`src/rtl/bcid_sync_checker_pkg.sv`:
```
// Shared constants and state encoding for the BCID generator and receive-side sync checker.
package bcid_sync_checker_pkg;

  localparam int BCID_W = 12;
  localparam int CNT_W  = 8;

  // Same last-BCID value as the generator side; the counter wraps to 0 after it.
  localparam logic [BCID_W-1:0] MAX_BCID_NUMBER = 12'd3563;
  localparam logic [BCID_W-1:0] MAX_BCID        = MAX_BCID_NUMBER;

  localparam logic [1:0] ST_IDLE    = 2'd0;
  localparam logic [1:0] ST_ACQUIRE = 2'd1;
  localparam logic [1:0] ST_LOCKED  = 2'd2;

  typedef logic [BCID_W-1:0] bcid_t;
  typedef logic [CNT_W-1:0]  cnt_t;

  typedef enum logic [1:0] {
    IDLE    = ST_IDLE,
    ACQUIRE = ST_ACQUIRE,
    LOCKED  = ST_LOCKED
  } state_t;

  function automatic bcid_t nextBcid(input bcid_t b);
    return (b == MAX_BCID) ? '0 : b + 12'd1;
  endfunction

endpackage

```
`src/rtl/bcid_sync_checker_wrap_counter.sv`:
```
// Free-running BCID counter wrapping at MAX_BCID; a load seeds it with the value after loadValue.
module bcid_wrap_counter
  import bcid_sync_checker_pkg::*;
(
  input  logic  clkTMR,
  input  logic  resetTMR,
  input  logic  load,
  input  bcid_t loadValue,
  output bcid_t count
);

  always_ff @(posedge clkTMR or posedge resetTMR) begin
    if (resetTMR) begin
      count <= '0;
    end else begin
      count <= nextBcid(load ? loadValue : count);
    end
  end

endmodule

```
`config.mk`:
```
export PLATFORM = sky130hd
export DESIGN_NAME = bcid_wrap_counter
export DESIGN_NICKNAME = d
export VERILOG_FILES = /design/src/rtl/bcid_sync_checker_pkg.sv /design/src/rtl/bcid_sync_checker_wrap_counter.sv
export SDC_FILE = /design/constraint.sdc
export NUM_CORES = 1
export LEC_CHECK = 0
export CAP_MARGIN = 5
export CORE_MARGIN = 2
export CORE_UTILIZATION = 46
export DETAILED_ROUTE_END_ITERATION = 10
export HOLD_SLACK_MARGIN = 0.02
export PLACE_DENSITY = 0.88
export SYNTH_ARGS = -nofsm -noshare
export SYNTH_HDL_FRONTEND = slang
export SYNTH_SLANG_ARGS = --single-unit
```
`constraint.sdc`:
```
create_clock -name clkTMR -period 1.8 [get_ports clkTMR]
set_input_delay 0.27 -clock clkTMR [delete_from_list [all_inputs] [get_ports clkTMR]]
set_output_delay 0.27 -clock clkTMR [all_outputs]
set_load 0.03 [all_outputs]
```
==> qor.txt, run 1 <==
Die Wd: 47.8 um
Vias per cell: 5.45
CP required: 1.53 ns
Netlist cell types: 29
Clk sinks: 12
CTS Root Cell: clkbuf_4
Synth Area in Compound Gates: 0.136
IO Port Bufs: 26
Seq/Total Area, Yosys: 0.340
Register bit count reported by yosys: 12
Largest family of logic cells by synthesized area: simple AND/OR/NAND/NOR gates
Max Cap Violations: 0
Vias: 818
DR WL met3: 82 um
HPWL Detailed: 1.73 mm
Slew @ Worst Pin: 0.491 ns
VDD IR max: 693 uV
CTS max path bufs: 2
Total power draw: 0.00102 W
Antenna violations before repair: 0
GRT Overall Usage: 0.233
Total Die Area: 2280 um^2
Clk slew on worst S/H paths: 0.07 ns
DRT iter0 DRCs: 36
Routed met1 length: 1.06 mm
Synth Area in XOR/XNOR: 0.0695
Dpl cells: 147
Ys async rst share: 1.00
Post-Layout Cell Count: 150
Post-route minimum period: 1.72 ns
Largest Register: count
Met2 WL post-DR: 1.07 mm
DIE HEIGHT: 47.8 um
Synth Flop Type: dfrtp_1
Filler instances: 132
Row cnt: 15
Number of H-tree levels: 1
Cell Area, Synth: 882 um^2
Area leader, netlist: dfrtp_1
CP delay by family, top: buffers and inverters
LEAKAGE: 0.549 nW
Uppermost layer routed: met4
Largest cells by area after synthesis: dfrtp_1 (34%), mux2i_1 (9.1%), mux2_2 (6.4%), xor2_1 (5.0%), nand3_1 (4.0%)
Hold Path Class: primary input to async pin
Core area: 1760 um^2
Number of enable flip-flop cells after synthesis: 0
DP Area: 1290 um^2
DRC viols: 0
RSZ-0062 raised after global routing: false
Setup bufs post-CTS: 0
Max_slew headroom: 0.672
Antenna diodes: 0
Routed Antenna Nets: 0
Nature of the critical path endpoint: output pin
Regs by FF count: count (12)
Max Freq: 580 MHz
Final wirelength: 2.22 mm
Syn_nets: 103
First-pass GRT wire length: 3.57 mm
Power Dens Cells: 778 nW/um^2
Synth warnings: 0
Gpl congestion: 0.802
Synthesized instance count: 87
Wire length per cell: 14.8 um
Final setup fails: 0
Largest stage delay, worst path: 0.72 ns
Detailed Routing Iterations Pass 1: 4
CTS buffer count: 3
Startpoint Class: flip-flop
Worst Path Arrival: 1.45 ns
Fin area: 1320 um^2
Hold Slack: 0.308 ns
Mux cell area share after synthesis: 0.155
Setup TNS: 0 ns
CP Class: flip-flop to output pin
Largest net degree at the start of global routing: 15
Post-CTS Resized: 1
Share of cells above drive strength 1: 0.208
Initial Utilization: 0.500
Final Hold Violating Endpoints: 0
Vias in the first global route: 808
Critical path's slowest cell: clkdlybuf4s50_1
CTS tree: yes
Critical path, cell by cell: clkdlybuf4s50_1
Total Nets Final: 143
Post-synth top area share: 0.340
Buf/Inv on CP: 1
Synth Area in Simple Gates: 0.241
Critical Path Fanout Max: 5
Area delta synth->final: 49.1%
Clock Latency Late Sink: 0.28 ns
Hold buffer count at CTS: 0
I/O pin count: 27
Final Skew: 0.00350 ns
Period utilisation layout: 0.957
Mean post-synth cell area: 10.1 um^2
Max FFs per register: 12
Status: finished clean
Pins over their slew limit: 0
Grt ovf: 0
Adder-cell share of the synthesized area: 0.0142
[kinds of logic (layout without fill, tap and decap cells)]
family / count (synthesis) / in the layout
AND/OR/NAND/NOR: 35 / 35
AO/OA/AOI/OAI: 13 / 13
flip-flops: 12 / 12
adder cells (fa/ha/maj): 1 / 1
buffers and inverters: 6 / 44
multiplexers: 13 / 13
XOR/XNOR: 7 / 7
[final timing paths]
check / depth (start not counted) / slack, ns / startpoint / to
min: 2 / 0.31 / resetTMR / count[2]$_DFF_PP0_
max reg2reg: 5 / 0.24 / count[2]$_DFF_PP0_ / count[2]$_DFF_PP0_
min reg2reg: 2 / 0.66 / count[9]$_DFF_PP0_ / count[9]$_DFF_PP0_
max in group asynchronous: 2 / 1.16 / resetTMR / count[5]$_DFF_PP0_
max: 1 / 0.08 / count[2]$_DFF_PP0_ / count[2]
min in group clkTMR: 2 / 0.66 / count[9]$_DFF_PP0_ / count[9]$_DFF_PP0_
[power breakdown]
group / internal, W / total (W) / switching [W] / leakage (nW)
Sequential: 0.000318 / 0.000381 / 0.0000628 / 0.140
Clock: 0.0000776 / 0.000168 / 0.0000908 / 0.0138
Combinational: 0.000224 / 0.000473 / 0.000249 / 0.396
Total: 0.000620 / 0.00102 / 0.000403 / 0.549
[synth_stat cells (all sizes together), types with 3 or more instances]
master	instances
dfrtp	12
nand3	7
mux2i	8
mux2	5
xor2	5
nand4b	4
buf	3
nor2	10
a21oi	4
nand3b	3
inv	3
nand4	4
[metrics by stage]
| step | util | worst slack (ns) |
|---|---|---|
| 3_3_place_gp | 0.733 | -0.230 |
| 5_1_grt | 0.745 | 0.0482 |
| 3_5_place_dp | 0.733 | -0.290 |
| 2_1_floorplan | - | 0.0327 |
| 6_report | 0.745 | 0.0768 |
| 4_1_cts | 0.745 | 0.0652 |
[layout make-up]
cell class / count / area [um^2] / share of cell area
multi-input cells: 69 / 576 / 0.438
repair buffers: 38 / 374 / 0.284
flip-flops and latches: 12 / 300 / 0.228
well taps: 25 / 31.3 / 0.0238
clock buffers: 3 / 22.5 / 0.0171
inverters: 3 / 11.3 / 0.00856
[layer usage]
layer | global-route usage | vias to the layer above
li1 | - | 405
met1 | 0.321 | 385
met2 | 0.344 | 26
met3 | 0.0604 | 2
met4 | 0.0973 | 0
met5 | 0 | -
[cell usage in the layout (no fill, tap or decap)]
master,instances
a211oi_1,1
nand4b_4,1
a22o_1,1
nand3_1,7
nand4_1,4
nor2_1,9
clkbuf_4,3
nor2b_1,2
inv_2,1
inv_1,2
a2111oi_4,2
buf_4,10
a21o_1,2
nand4b_1,3
clkdlybuf4s50_1,25
a22oi_1,1
a222oi_1,1
nand3b_1,3
dfrtp_1,12
xnor2_1,2
nand2_1,2
nor2_2,1
mux2_2,3
ha_4,1
nor3_1,2
a21oi_1,4
dlygate4sd2_1,1
a32oi_1,1
mux2i_1,8
buf_12,2
xor2_1,5
mux2_4,2
and4b_1,1
No activity file was read; power rests on OpenSTA's default activity.
==> inputs of run 2 (changes only) <==
--- a/config.mk
+++ b/config.mk
@@ -9,6 +9,7 @@
 export CORE_MARGIN = 2
 export CORE_UTILIZATION = 46
 export DETAILED_ROUTE_END_ITERATION = 10
+export GPL_ROUTABILITY_DRIVEN = 0
 export HOLD_SLACK_MARGIN = 0.02
 export PLACE_DENSITY = 0.88
 export SYNTH_ARGS = -nofsm -noshare
==> results of run 2 <==
The final DEF is identical to that of run 1; final timing and power are the same.
